## src/rtl/ppu_sprite_eval_if.sv

```systemverilog
// Bus bundle for the sprite evaluator: primary SPRAM read port and
// the renderer-side secondary OAM read port.
interface ppu_sprite_eval_if #(
   parameter int OAM_AW = 8,
   parameter int SAW    = 5
);
   logic [OAM_AW-1:0] spram_addr;
   logic [7:0]        spram_data;
   logic [SAW-1:0]    sec_rd_addr;
   logic [7:0]        sec_rd_data;

   modport master (
      output spram_addr,
      input  spram_data,
      input  sec_rd_addr,
      output sec_rd_data
   );

   modport slave (
      input  spram_addr,
      output spram_data,
      output sec_rd_addr,
      input  sec_rd_data
   );
endinterface

```

## src/rtl/ppu_sprite_eval.sv

```systemverilog
// Per-scanline sprite evaluation: scans primary SPRAM and copies in-range
// sprites into a small secondary OAM for the renderer.
module ppu_sprite_eval #(
   parameter int NUM_SPRITES  = 64,
   parameter int MAX_PER_LINE = 8,
   parameter int OAM_AW       = 8,
   localparam int CW  = $clog2(MAX_PER_LINE) + 1,
   localparam int SAW = $clog2(MAX_PER_LINE) + 2,
   localparam int NW  = $clog2(NUM_SPRITES + 1)
) (
   input  logic              clk,
   input  logic              rst,
   input  logic              start,
   input  logic [8:0]        scanline,
   input  logic              sprite_16,
   input  logic [OAM_AW-1:0] base_addr,
   output logic              busy,
   output logic              done,
   output logic [CW-1:0]     sprite_count,
   output logic              overflow,
   output logic              sprite0_hit,
   ppu_sprite_eval_if.master bus
);

   typedef enum logic [2:0] {
      S_IDLE, S_CLEAR, S_READ_Y, S_CHECK_Y, S_COPY, S_DONE
   } state_t;

   state_t state, state_next;

   logic [8:0]        scan_q;
   logic              s16_q;
   logic [OAM_AW-1:0] base_q;
   logic [NW-1:0]     n;
   logic [1:0]        cp;
   logic [SAW-1:0]    clr_idx;
   logic [7:0]        sec_oam [4*MAX_PER_LINE];

   logic              accept, n_inc, cnt_inc, set_ovf, set_s0;
   logic              sec_we;
   logic [SAW-1:0]    sec_waddr;
   logic [7:0]        sec_wdata;
   logic [OAM_AW-1:0] rd_off;
   logic [1:0]        cp_plus;
   logic [9:0]        diff;
   logic              in_range, last_sprite, full;
   logic [SAW-1:0]    slot_base;

   // Signed distance from the sprite's top row; the top bit flags "above".
   assign diff        = {1'b0, scan_q} - {2'b00, bus.spram_data};
   assign in_range    = !diff[9] && (diff[8:0] < (s16_q ? 9'd16 : 9'd8));
   assign last_sprite = (n == NW'(NUM_SPRITES - 1));
   assign full        = (sprite_count == CW'(MAX_PER_LINE));
   assign slot_base   = SAW'({sprite_count, 2'b00});
   assign cp_plus     = cp + 2'd1;
   assign rd_off      = (state == S_COPY) ? OAM_AW'(cp_plus) : '0;

   assign bus.spram_addr  = base_q + OAM_AW'({n, 2'b00}) + rd_off;
   assign bus.sec_rd_data = sec_oam[bus.sec_rd_addr];

   always_ff @(posedge clk) begin
      if (rst) state <= S_IDLE;
      else     state <= state_next;
   end

   always_comb begin
      state_next = state;
      accept     = 1'b0;
      n_inc      = 1'b0;
      cnt_inc    = 1'b0;
      set_ovf    = 1'b0;
      set_s0     = 1'b0;
      sec_we     = 1'b0;
      sec_waddr  = clr_idx;
      sec_wdata  = 8'hFF;
      case (state)
         S_IDLE: begin
            if (start) begin
               accept     = 1'b1;
               state_next = S_CLEAR;
            end
         end
         S_CLEAR: begin
            sec_we = 1'b1;
            if (clr_idx == {SAW{1'b1}}) state_next = S_READ_Y;
         end
         S_READ_Y: state_next = S_CHECK_Y;
         S_CHECK_Y: begin
            if (!in_range) begin
               n_inc      = 1'b1;
               state_next = last_sprite ? S_DONE : S_READ_Y;
            end else if (!full) begin
               sec_we     = 1'b1;
               sec_waddr  = slot_base;
               sec_wdata  = bus.spram_data;
               set_s0     = (n == '0);
               state_next = S_COPY;
            end else begin
               set_ovf    = 1'b1;
               state_next = S_DONE;
            end
         end
         S_COPY: begin
            // Data for the read issued in the previous COPY cycle lands now.
            if (cp != 2'd0) begin
               sec_we    = 1'b1;
               sec_waddr = slot_base | SAW'(cp);
               sec_wdata = bus.spram_data;
            end
            if (cp == 2'd3) begin
               n_inc      = 1'b1;
               cnt_inc    = 1'b1;
               state_next = last_sprite ? S_DONE : S_READ_Y;
            end
         end
         S_DONE:  state_next = S_IDLE;
         default: state_next = S_IDLE;
      endcase
   end

   always_ff @(posedge clk) begin
      if (rst) begin
         scan_q       <= '0;
         s16_q        <= 1'b0;
         base_q       <= '0;
         n            <= '0;
         cp           <= '0;
         clr_idx      <= '0;
         sprite_count <= '0;
         overflow     <= 1'b0;
         sprite0_hit  <= 1'b0;
         busy         <= 1'b0;
         done         <= 1'b0;
      end else begin
         done <= (state == S_DONE);
         if (state == S_DONE) busy <= 1'b0;
         if (accept) begin
            scan_q       <= scanline;
            s16_q        <= sprite_16;
            base_q       <= base_addr;
            n            <= '0;
            cp           <= '0;
            clr_idx      <= '0;
            sprite_count <= '0;
            overflow     <= 1'b0;
            sprite0_hit  <= 1'b0;
            busy         <= 1'b1;
         end
         if (state == S_CLEAR) clr_idx <= clr_idx + 1'b1;
         if (state == S_COPY)  cp <= cp + 2'd1;
         if (n_inc)   n <= n + 1'b1;
         if (cnt_inc) sprite_count <= sprite_count + 1'b1;
         if (set_ovf) overflow <= 1'b1;
         if (set_s0)  sprite0_hit <= 1'b1;
      end
   end

   // Secondary OAM deliberately has no reset; CLEAR initialises it per line.
   always_ff @(posedge clk) begin
      if (sec_we) sec_oam[sec_waddr] <= sec_wdata;
   end

endmodule

```

## src/flat_wrapper.sv

```systemverilog
// flat-port wrapper written by rule: the top's interface ports become plain ports
module ppu_sprite_eval_flat 
#(
   parameter int NUM_SPRITES  = 64,
   parameter int MAX_PER_LINE = 8,
   parameter int OAM_AW       = 8,
   localparam int CW  = $clog2(MAX_PER_LINE) + 1,
   localparam int SAW = $clog2(MAX_PER_LINE) + 2,
   localparam int NW  = $clog2(NUM_SPRITES + 1)
)
  (clk, rst, start, scanline, sprite_16, base_addr, busy, done, sprite_count, overflow, sprite0_hit, bus_spram_addr, bus_spram_data, bus_sec_rd_addr, bus_sec_rd_data);
  ppu_sprite_eval_if #(.OAM_AW(OAM_AW), .SAW(5)) bus_i ();
  input  logic clk;
  input  logic rst;
  input  logic start;
  input  logic [8:0] scanline;
  input  logic sprite_16;
  input  logic [OAM_AW-1:0] base_addr;
  output logic busy;
  output logic done;
  output logic [CW-1:0] sprite_count;
  output logic overflow;
  output logic sprite0_hit;
  output wire logic [$bits(bus_i.spram_addr)-1:0] bus_spram_addr;
  input wire logic [$bits(bus_i.spram_data)-1:0] bus_spram_data;
  input wire logic [$bits(bus_i.sec_rd_addr)-1:0] bus_sec_rd_addr;
  output wire logic [$bits(bus_i.sec_rd_data)-1:0] bus_sec_rd_data;
  assign bus_spram_addr = bus_i.spram_addr;
  assign bus_i.spram_data = bus_spram_data;
  assign bus_i.sec_rd_addr = bus_sec_rd_addr;
  assign bus_sec_rd_data = bus_i.sec_rd_data;
  ppu_sprite_eval #(.NUM_SPRITES(NUM_SPRITES), .MAX_PER_LINE(MAX_PER_LINE), .OAM_AW(OAM_AW)) u_core (.clk(clk), .rst(rst), .start(start), .scanline(scanline), .sprite_16(sprite_16), .base_addr(base_addr), .busy(busy), .done(done), .sprite_count(sprite_count), .overflow(overflow), .sprite0_hit(sprite0_hit), .bus(bus_i));
endmodule
```

## config.mk

```make
export PLATFORM = sky130hd
export DESIGN_NAME = ppu_sprite_eval_flat
export DESIGN_NICKNAME = d
export VERILOG_FILES = /design/src/rtl/ppu_sprite_eval_if.sv /design/src/rtl/ppu_sprite_eval.sv /design/src/flat_wrapper.sv
export SDC_FILE = /design/constraint.sdc
export NUM_CORES = 1
export LEC_CHECK = 0
export ABC_AREA = 1
export CAP_MARGIN = 20
export CORE_AREA = 2 2 158 160
export CTS_CLUSTER_DIAMETER = 120
export DETAILED_ROUTE_END_ITERATION = 8
export DIE_AREA = 0 0 160 162
export MAX_ROUTING_LAYER = met4
export PLACE_DENSITY = 0.73
export SYNTH_ARGS = -nofsm -noshare
export SYNTH_HDL_FRONTEND = slang
export SYNTH_SLANG_ARGS = --single-unit
```

## constraint.sdc

```tcl
create_clock -name clk -period 9.35 [get_ports clk]
set_input_delay 1.87 -clock clk [delete_from_list [all_inputs] [get_ports clk]]
set_output_delay 1.87 -clock clk [all_outputs]
set_load 0.01 [all_outputs]
```

==> metrics.log, run 1 <==
[metrics] status: finished clean
[metrics] r2r startpoint: u_core.scan_q[3]$_SDFFE_PP0P_
[metrics] crit-path max cell delay: between 800 and 900 ps
[metrics] Resized cells post-CTS: 0
[metrics] area overhead of the layout relative to synthesis: 14.3%
[metrics] Worst Reg2Reg Path Length in Cells: 16
[metrics] startpoint type of the worst setup path: input port
[metrics] net count after synthesis: ~1300
[metrics] die area: 25900 um^2
[metrics] CTS tree: built
[metrics] number of endpoints failing setup at the final stage: 0
[metrics] initial antenna violation count: 0
[metrics] floorplan core area: between 20000 and 25000 um^2
[metrics] dominant cell type by count on the critical path: sky130_fd_sc_hd__buf_4
[metrics] # nets final: about 1300
[metrics] max-cap violations: 0
[metrics] path type of the worst min-delay path: reg -> reg
[metrics] fill cell count: roughly 2000
[metrics] Critical-path top delay cell: sky130_fd_sc_hd__buf_4
[metrics] DRC viols: 0
[metrics] final instance count without filler cells: roughly 1600
[metrics] placed instance count: around 1500
[metrics] Ports: 58
[metrics] final worst path period share: 72.8%
[metrics] clock sink total: 299
[metrics] row cnt: 57
[metrics] ranking of synthesized cells by area: sky130_fd_sc_hd__edfxtp_1, sky130_fd_sc_hd__dfxtp_1, sky130_fd_sc_hd__o21ai_0
[metrics] detailed placer's ending HPWL: slightly below 20000 um
[metrics] leading area contributor after synthesis: sky130_fd_sc_hd__edfxtp_1
[metrics] Arrival @ worst endpoint: about 4900 ps
[metrics] register bit total from synthesis: around 300
[metrics] IO buf count: 57
[metrics] RSZ-0062 raised after global routing: false
[metrics] global-route usage over all layers: approximately 25%
[metrics] transition at the pin with the smallest max-transition slack: 1150 ps
[metrics] post-route antenna net violation count: 0
[metrics] multi-input combinational cell area: about 4000 um^2
[metrics] CTS Hold Bufs: 0
[metrics] time the final worst path needs with I/O delays and setup: between 6000 and 7000 ps
[metrics] CP Launch Point: bus_sec_rd_addr[0]
[metrics] cell-by-cell listing of the critical path: buf_4, clkinv_2, buf_4, o21ai_0, o221ai_1, nand3_1, a32oi_1, clkdlybuf4s50_1
[metrics] power density of the placed cells: about 190 nW/um^2
[metrics] final count of hold timing violations: 0
[metrics] effective utilization at floorplan: around 54%
[metrics] origin of the worst min-delay path: u_core.base_q[3]$_SDFFE_PP0P_
[metrics] count of inserted antenna diode cells: 0
[metrics] area of all sequential standard cells: 8550 um^2
[metrics] final clock skew: 18.1 ps
[metrics] Pleak: between 5 and 6 nW
[metrics] Max rail drop VDD: 0.000136 V
[metrics] pin count of the biggest net entering global routing: around 110
[metrics] Die Y: 162 um
[metrics] total negative setup slack: 0 ps
[metrics] required time of the worst setup path: roughly 7500 ps
[metrics] worst slew margin relative to its limit: a little under a quarter
[metrics] first-pass GRT wire length: approximately 50000 um
[metrics] First-pass DRT Iterations: 5
[metrics] area fraction of the dominant cell type after synthesis: slightly below 60%
[metrics] primary flip-flop cell chosen by synthesis mapping: sky130_fd_sc_hd__edfxtp_1
[metrics] number of enable-type register cells in the synthesized netlist: 256
[metrics] width of the chip: between 150 and 200 um
[metrics] Skew-Pair Late Insertion Delay: approximately 570 ps
[metrics] post-route cell area: ~15000 um^2
[metrics] detailed-route wire length: around 31000 um
[metrics] clock slew at reported path FFs: ~60 ps
[metrics] buffers from clock root to sink, at most: 3
[metrics] GRT Residual Overflow: 0
[metrics] overall power of the completed layout: around 2.9 mW
[metrics] max frequency: about 150 MHz
[metrics] # Post-CTS Setup Buffers: 0
[metrics] hold_ws: roughly 470 ps
[metrics] Clk Tree Root Cell: sky130_fd_sc_hd__clkbuf_16
[metrics] count of cells along the worst hold path: 2
[metrics] number of H-tree levels: 1
[metrics] Avg WL per Cell: approximately 20 um
[metrics] count of mapped cells out of synthesis: about 1200
[metrics] area of placed instances: approximately 14000 um^2
[metrics] iteration-0 DRC count of the detailed router: just over 1000
[metrics] Crit Path Class: in -> out
[metrics] CP Capture Type: output pin
[metrics] cell area after technology mapping: roughly 13000 um^2
[metrics] via density per instance: 5.91
[metrics] share of flip-flops with an asynchronous set or reset: 0%
[metrics] most common library cell in the layout ignoring fill and taps: sky130_fd_sc_hd__edfxtp_1
[metrics] Max Transition Viols Final: 0
[metrics] count of distinct cell types in the synthesized netlist: 44
[metrics] fraction of layout cells with a size suffix above 1: under 10%
[metrics] routed via count: about 9300
[metrics] final weighted congestion of routability-driven global placement: between 0.8 and 0.9
[metrics] cts bufs inserted: 29
[metrics] number of global-route vias before repair: approximately 8900
[metrics] Max Fanout on Critical Path: 110
[metrics] sequential cell area fraction in the yosys report: between 60% and 70%
[metrics] Synthesis Warnings: 0
[metrics] most frequent cells in the layout: sky130_fd_sc_hd__edfxtp_1, sky130_fd_sc_hd__nor2_1, sky130_fd_sc_hd__o21ai_0
[metrics] Post-Synthesis Mean Instance Area: around 11 um^2
Yosys cell counts (2+ instances only):
library cell                 n
sky130_fd_sc_hd__o22ai_1    15
sky130_fd_sc_hd__nor2_1    203
sky130_fd_sc_hd__buf_2       4
sky130_fd_sc_hd__clkbuf_1   58
sky130_fd_sc_hd__xnor2_1     2
sky130_fd_sc_hd__ha_1       23
sky130_fd_sc_hd__nand2_1   124
sky130_fd_sc_hd__a211oi_1    3
sky130_fd_sc_hd__a21oi_4     2
sky130_fd_sc_hd__a21oi_2     3
sky130_fd_sc_hd__xor2_1      7
sky130_fd_sc_hd__nor4_1      2
sky130_fd_sc_hd__dfxtp_1    43
sky130_fd_sc_hd__o21ai_0   158
sky130_fd_sc_hd__nand3_1    51
sky130_fd_sc_hd__inv_1      71
sky130_fd_sc_hd__a21oi_1    45
sky130_fd_sc_hd__nand4_1     2
sky130_fd_sc_hd__o21ai_2     2
sky130_fd_sc_hd__o221ai_1   50
sky130_fd_sc_hd__a31oi_1    10
sky130_fd_sc_hd__edfxtp_1  256
sky130_fd_sc_hd__a32oi_1     8
sky130_fd_sc_hd__nor3_1      3
sky130_fd_sc_hd__clkinv_1    2
sky130_fd_sc_hd__nand2_2    10
sky130_fd_sc_hd__nand2_4     4
sky130_fd_sc_hd__nand3_2     5
sky130_fd_sc_hd__inv_2       7
sky130_fd_sc_hd__or2_2       3
sky130_fd_sc_hd__nor2_2      2
sky130_fd_sc_hd__o311ai_0    2
power breakdown:
group	switching, mW	leakage, nW	internal [mW]
clock network	0.483	0.453	0.661
registers	0.0117	2.53	1.45
logic	0.196	2.02	0.101
state kept, by name, summed over array words and instances (netlist names):
| register | cells |
|---|---|
| u_core.sprite0_hit | 1 |
| u_core.s16_q | 1 |
| u_core.base_q | 8 |
| u_core.clr_idx | 5 |
| u_core.cp | 2 |
| u_core.state | 3 |
| u_core.overflow | 1 |
| u_core.scan_q | 9 |
| u_core.done | 1 |
| u_core.sprite_count | 4 |
| u_core.n | 7 |
| u_core.sec_oam | 256 |
| u_core.busy | 1 |
per-stage QoR:
stage	setup slack [ps]	utilization (%)
2_1_floorplan	4300	-
6_report	2540	62.1
5_1_grt	2290	62.1
4_1_cts	2590	61.8
3_5_place_dp	2640	57.9
3_3_place_gp	2750	57.7
routing by layer:
layer | global-route usage, % | part of all wire [%] | up-vias | wire [um]
met5 | - | 0 | - | 0
met1 | 33.4 | 42 | 4476 | 13200
li1 | - | - | 4362 | -
met4 | 7.53 | 2.9 | 0 | 899
met2 | 40.1 | 48 | 417 | 15100
met3 | 3.01 | 7.2 | 62 | 2260
logic make-up (layout without fill, tap and decap cells):
logic type               after synthesis  in the layout  share of synthesized area (%)
XOR/XNOR                               9              9                          0.602
buffers and inverters                143            203                           4.14
adder cells (fa/ha/maj)               24             24                           2.35
AO/OA/AOI/OAI                        303            303                           14.0
flip-flops                           299            299                           65.2
AND/OR/NAND/NOR                      414            414                           13.6
final cells by class:
| class | instances | area share, % |
|---|---|---|
| Clock buffer | 46 | 5.77 |
| Clock inverter | 5 | 0.443 |
| Inverter | 80 | 2.01 |
| Multi-Input combinational cell | 750 | 26.8 |
| Sequential cell | 299 | 57.1 |
| Tap cell | 324 | 2.71 |
| Timing Repair Buffer | 72 | 5.18 |
worst paths after layout:
kind / to / slack (ps)
max: bus_sec_rd_data[3] / 2540
min: u_core.base_q[3]$_SDFFE_PP0P_ / 470
max reg2reg: u_core.sec_oam[16][7]$_DFFE_PP_ / 5750
min reg2reg: u_core.base_q[3]$_SDFFE_PP0P_ / 470
critical path: cells and delay by family:
kind / cells / cell delay [ps]
compound gates: 3 / 790
buf+inv: 4 / 1940
simple gates: 1 / 200
No activity file was read; power rests on OpenSTA's default activity.
==> inputs of run 2 (changes only) <==
clock period = 6.9 ns   (was 9.35 ns; I/O delays follow)
==> metrics.log, run 2 (synthesis results as in run 1) <==
[metrics] buffers from clock root to sink, at most: 3
[metrics] number of H-tree levels: 1
[metrics] final worst path period share: 76.2%
[metrics] largest registers in the final layout: u_core.sec_oam: 256 flops, u_core.scan_q: 9 flops, u_core.base_q: 8 flops
[metrics] fraction of layout cells with a size suffix above 1: 8.82%
[metrics] worst slew margin relative to its limit: between 30% and 40%
[metrics] post-route antenna net violation count: 0
[metrics] Pleak: between 5 and 6 nW
[metrics] routed via count: 9382
[metrics] global-route usage over all layers: ~25%
[metrics] iteration-0 DRC count of the detailed router: about 1200
[metrics] Arrival @ worst endpoint: a little under 4000 ps
[metrics] effective utilization at floorplan: 54.3%
[metrics] CP Capture Type: output pin
[metrics] floorplan core area: about 24000 um^2
[metrics] number of endpoints failing setup at the final stage: 0
[metrics] Clk Tree Root Cell: sky130_fd_sc_hd__clkbuf_16
[metrics] total negative setup slack: 0 ps
[metrics] status: finished clean
[metrics] First-pass DRT Iterations: 5
[metrics] clock sink total: roughly 300
[metrics] max frequency: ~190 MHz
[metrics] cts bufs inserted: 30
[metrics] final clock skew: between 20 and 25 ps
[metrics] Skew-Pair Late Insertion Delay: about 560 ps
[metrics] transition at the pin with the smallest max-transition slack: 971 ps
[metrics] share of the core filled with cells in the final layout: between 60 and 70%
[metrics] width of the chip: 160 um
[metrics] row cnt: 57
[metrics] area overhead of the layout relative to synthesis: 14.3%
[metrics] pin count of the biggest net entering global routing: between 60 and 70
[metrics] via density per instance: between 5 and 6
[metrics] IO buf count: 57
[metrics] most frequent cells in the layout: sky130_fd_sc_hd__edfxtp_1, sky130_fd_sc_hd__nor2_1, sky130_fd_sc_hd__o21ai_0
[metrics] Avg WL per Cell: slightly above 20 um
[metrics] Reg with most FFs: u_core.sec_oam
[metrics] CTS Hold Bufs: 0
[metrics] die area: about 26000 um^2
[metrics] max-cap violations: 0
[metrics] initial antenna violation count: 0
[metrics] Ports: slightly below 60
[metrics] DRC viols: 0
[metrics] Max Transition Viols Final: 0
[metrics] time the final worst path needs with I/O delays and setup: approximately 5300 ps
[metrics] Die Y: 162 um
[metrics] RSZ-0062 raised after global routing: false
[metrics] count of inserted antenna diode cells: 0
[metrics] final weighted congestion of routability-driven global placement: 0.925
[metrics] GRT Residual Overflow: 0
[metrics] CTS tree: built
[metrics] Resized cells post-CTS: 0
[metrics] first-pass GRT wire length: roughly 50000 um
[metrics] Max rail drop VDD: between 0.00015 and 0.0002 V
[metrics] power density of the placed cells: 262 nW/um^2
[metrics] detailed placer's ending HPWL: a little under 20000 um
[metrics] number of global-route vias before repair: a little under 9000
[metrics] clock slew at reported path FFs: 60 ps
[metrics] detailed-route wire length: approximately 32000 um
[metrics] # Post-CTS Setup Buffers: 0
[metrics] Max Fanout on Critical Path: 18
[metrics] max FFs per register: roughly 260
[metrics] required time of the worst setup path: 5520 ps
[metrics] path type of the worst min-delay path: reg -> reg
[metrics] final count of hold timing violations: 0
[metrics] Crit Path Class: in -> out
[metrics] most common library cell in the layout ignoring fill and taps: sky130_fd_sc_hd__edfxtp_1
[metrics] startpoint type of the worst setup path: input port
[metrics] # nets final: 1296
==> run 2: path summary, 6_finish.rpt <==
path,endpoint,slack (ps),from,depth (start not counted)
max,bus_sec_rd_data[4],1640,bus_sec_rd_addr[2],8
min,u_core.busy$_SDFFE_PP0P_,470,u_core.busy$_SDFFE_PP0P_,2
max reg2reg,u_core.sec_oam[13][6]$_DFFE_PP_,3290,u_core.scan_q[3]$_SDFFE_PP0P_,16
min reg2reg,u_core.busy$_SDFFE_PP0P_,470,u_core.busy$_SDFFE_PP0P_,2
==> run 2: layer usage <==
layer	track usage [%]	part of all wire (%)	wire length (um)
met4	6.55	2.3	729
met3	3.75	8.6	2750
met5	-	0	0
met1	33.9	41	13100
met2	41.6	48	15300
==> run 2: area by class of cell <==
class                      instances  area (um^2)
timing repair buffer              77          778
clock buffer                      37          787
sequential                       299         8550
inverter                          80          302
tap                              324          405
clock inverter                    16          139
multi-input combinational        750         4010
fill                            1939         9140
==> run 2: worst max-delay path, cell delays in order <==
cell                              delay, ps
sky130_fd_sc_hd__clkdlybuf4s50_1        420
sky130_fd_sc_hd__inv_1                  500
sky130_fd_sc_hd__buf_4                  360
sky130_fd_sc_hd__nor2_1                  70
sky130_fd_sc_hd__nor2_1                  90
sky130_fd_sc_hd__o21ai_0                100
sky130_fd_sc_hd__a32oi_1                330
sky130_fd_sc_hd__clkdlybuf4s50_1        610
==> run 2: stage by stage <==
| step | setup WS [ps] | instance area [um^2] | total power [mW] | cells | hold slack [ps] |
|---|---|---|---|---|---|
| after floorplan | 2830 | 13100 | 2.29 | 1192 | 429 |
| after global placement | 1740 | 14000 | 2.41 | 1528 | 450 |
| after detailed placement | 1740 | 14000 | 2.42 | 1528 | 460 |
| after CTS | 1730 | 14900 | 3.94 | 1581 | 471 |
| after global routing | 1540 | 15000 | 4.06 | 1583 | 486 |
| final | 1640 | 15000 | 3.93 | 1583 | 468 |
==> run 2: report_power, final <==
group,total [mW],leakage (nW),internal (mW),switching (mW)
Clock,1.54,0.447,0.853,0.686
Combinational,0.409,2.02,0.140,0.269
Sequential,1.98,2.53,1.96,0.0169
==> inputs of run 3 (changes only) <==
PLACE_DENSITY = 0.75   (was 0.73)
clock period = 4.7 ns   (was 6.9 ns; I/O delays follow)
==> metrics.log, run 3 (synthesis results as in run 1) <==
[metrics] # Post-CTS Setup Buffers: 0
[metrics] final count of hold timing violations: 0
[metrics] pin count of the biggest net entering global routing: between 100 and 150
[metrics] iteration-0 DRC count of the detailed router: ~900
[metrics] effective utilization at floorplan: around 54%
[metrics] Crit Path Class: reg -> out
[metrics] crit-path max cell delay: 570 ps
[metrics] required time of the worst setup path: approximately 3800 ps
[metrics] Avg WL per Cell: a little under 20 um
[metrics] clock sink total: about 300
[metrics] most common library cell in the layout ignoring fill and taps: sky130_fd_sc_hd__edfxtp_1
[metrics] Pleak: 5.24 nW
[metrics] number of endpoints failing setup at the final stage: 0
[metrics] area of placed instances: around 14000 um^2
[metrics] path type of the worst min-delay path: reg -> reg
[metrics] startpoint type of the worst setup path: flip-flop
[metrics] dominant cell type by count on the critical path: sky130_fd_sc_hd__nor2_1
[metrics] initial antenna violation count: 0
[metrics] row cnt: 57
[metrics] share of the core filled with cells in the final layout: a little under two thirds
[metrics] Max rail drop VDD: between 0.0002 and 0.0003 V
[metrics] cell-by-cell listing of the critical path: nor2_1, nand2_4, nor2_1, ha_1, inv_1, fa_1, o21ai_1, a21oi_1, o21ai_0, xor2_1, clkdlybuf4s50_1
[metrics] count of inserted antenna diode cells: 0
[metrics] max FFs per register: 256
[metrics] time the final worst path needs with I/O delays and setup: ~4400 ps
[metrics] final worst path period share: a little over nine tenths
[metrics] final weighted congestion of routability-driven global placement: around 0.96
[metrics] global-route usage over all layers: between 20% and 30%
[metrics] Critical-path top delay cell: sky130_fd_sc_hd__clkdlybuf4s50_1
[metrics] clock slew at reported path FFs: 60 ps
[metrics] Arrival @ worst endpoint: between 3000 and 4000 ps
[metrics] number of H-tree levels: 1
[metrics] total negative setup slack: 0 ps
[metrics] die area: between 20000 and 30000 um^2
[metrics] floorplan core area: about 24000 um^2
[metrics] final clock skew: about 12 ps
[metrics] worst slew margin relative to its limit: between 40% and 50%
[metrics] power density of the placed cells: 394 nW/um^2
[metrics] Max Transition Viols Final: 0
[metrics] Clk Tree Root Cell: sky130_fd_sc_hd__clkbuf_16
[metrics] CP Capture Type: output pin
[metrics] Reg2Reg Setup Slack: 1490 ps
[metrics] most frequent cells in the layout: sky130_fd_sc_hd__edfxtp_1, sky130_fd_sc_hd__nor2_1, sky130_fd_sc_hd__o21ai_0
[metrics] Skew-Pair Late Insertion Delay: between 500 and 600 ps
[metrics] post-route antenna net violation count: 0
[metrics] combined buffer and inverter count along the critical path: 2
[metrics] max frequency: 226 MHz
[metrics] area overhead of the layout relative to synthesis: 16.8%
[metrics] largest registers in the final layout: u_core.sec_oam: 256 flops, u_core.scan_q: 9 flops, u_core.base_q: 8 flops
[metrics] status: finished clean
[metrics] first-pass GRT wire length: between 50000 and 60000 um
[metrics] overall power of the completed layout: about 6.0 mW
[metrics] GRT Residual Overflow: 0
[metrics] IO buf count: 57
[metrics] Reg with most FFs: u_core.sec_oam
[metrics] Max Fanout on Critical Path: 14
[metrics] number of global-route vias before repair: 9098
[metrics] RSZ-0062 raised after global routing: false
[metrics] cts bufs inserted: 30
[metrics] CTS tree: built
[metrics] First-pass DRT Iterations: 5
[metrics] detailed-route wire length: between 30000 and 40000 um
[metrics] Ports: 58
[metrics] DRC viols: 0
[metrics] via density per instance: between 5 and 6
[metrics] # nets final: about 1300
[metrics] cell family with most CP delay: buffers and inverters
[metrics] detailed placer's ending HPWL: roughly 20000 um
[metrics] fraction of layout cells with a size suffix above 1: approximately 11%
[metrics] post-route cell area: 15300 um^2
[metrics] width of the chip: 160 um
[metrics] routed via count: between 9000 and 10000
[metrics] max-cap violations: 0
[metrics] transition at the pin with the smallest max-transition slack: around 810 ps
[metrics] buffers from clock root to sink, at most: 3
[metrics] fill cell count: between 1500 and 2000
[metrics] Die Y: roughly 160 um
## run 3: changes by cell type in the layout (fill, tap and decap cells not counted), sizes merged
cell | previous run | this run
clkbuf | 37 | 42
buf | 22 | 53
clkinv | 12 | 11
bufinv | 1 | 5
clkinvlp | 3 | 0
inv | 80 | 78
## run 3: power breakdown
| part | switching [mW] | internal [mW] | total (mW) |
|---|---|---|---|
| sequential | 0.0247 | 2.88 | 2.90 |
| clock | 0.978 | 1.54 | 2.52 |
| combinational | 0.402 | 0.212 | 0.614 |
| total | 1.40 | 4.63 | 6.03 |
## run 3: cell type report
type | instances | area (um^2) | area share [%]
tap | 324 | 405 | 2.65
inverter | 80 | 302 | 1.97
sequential | 299 | 8550 | 55.9
clock inverter | 14 | 201 | 1.32
clock buffer | 42 | 852 | 5.57
timing repair buffer | 108 | 971 | 6.35
multi-input combinational | 750 | 4020 | 26.3
## run 3: per-layer routing
metal | up-vias | GRT usage (%) | part of all wire [%] | wire length, um
met5 | - | - | 0 | 0
met4 | 0 | 9.25 | 3.5 | 1130
met3 | 84 | 3.45 | 9.4 | 3000
met2 | 541 | 40.9 | 47 | 15100
met1 | 4486 | 33.7 | 40 | 12900
li1 | 4430 | - | - | -
## run 3: worst paths after layout
check	startpoint	end	cells past startpoint
max	u_core.state[0]$_SDFFE_PP0P_	bus_spram_addr[6]	11
min	u_core.base_q[6]$_SDFFE_PP0P_	u_core.base_q[6]$_SDFFE_PP0P_	2
max reg2reg	u_core.scan_q[3]$_SDFFE_PP0P_	u_core.sec_oam[27][1]$_DFFE_PP_	16
min reg2reg	u_core.base_q[6]$_SDFFE_PP0P_	u_core.base_q[6]$_SDFFE_PP0P_	2
## run 3: tightest hold or removal path, stage by stage, from the launching register on
cell,delay [ps]
sky130_fd_sc_hd__dfxtp_1,310
sky130_fd_sc_hd__nand2_1,60
sky130_fd_sc_hd__a21oi_1,50
## run 3: what timing repair did
item | in CTS | in global routing
hold buffers | 0 | 0
setup endpoints to repair | 1 | 2
resized for setup | 1 | 2
## run 3: metrics by stage
step | hold WS, ps | cells | setup slack [ps]
2_1_floorplan | 429 | 1192 | 1140
3_3_place_gp | 455 | 1561 | 453
5_1_grt | 492 | 1617 | 5.57
3_5_place_dp | 461 | 1561 | 385
4_1_cts | 470 | 1617 | 126
6_report | 469 | 1617 | 269
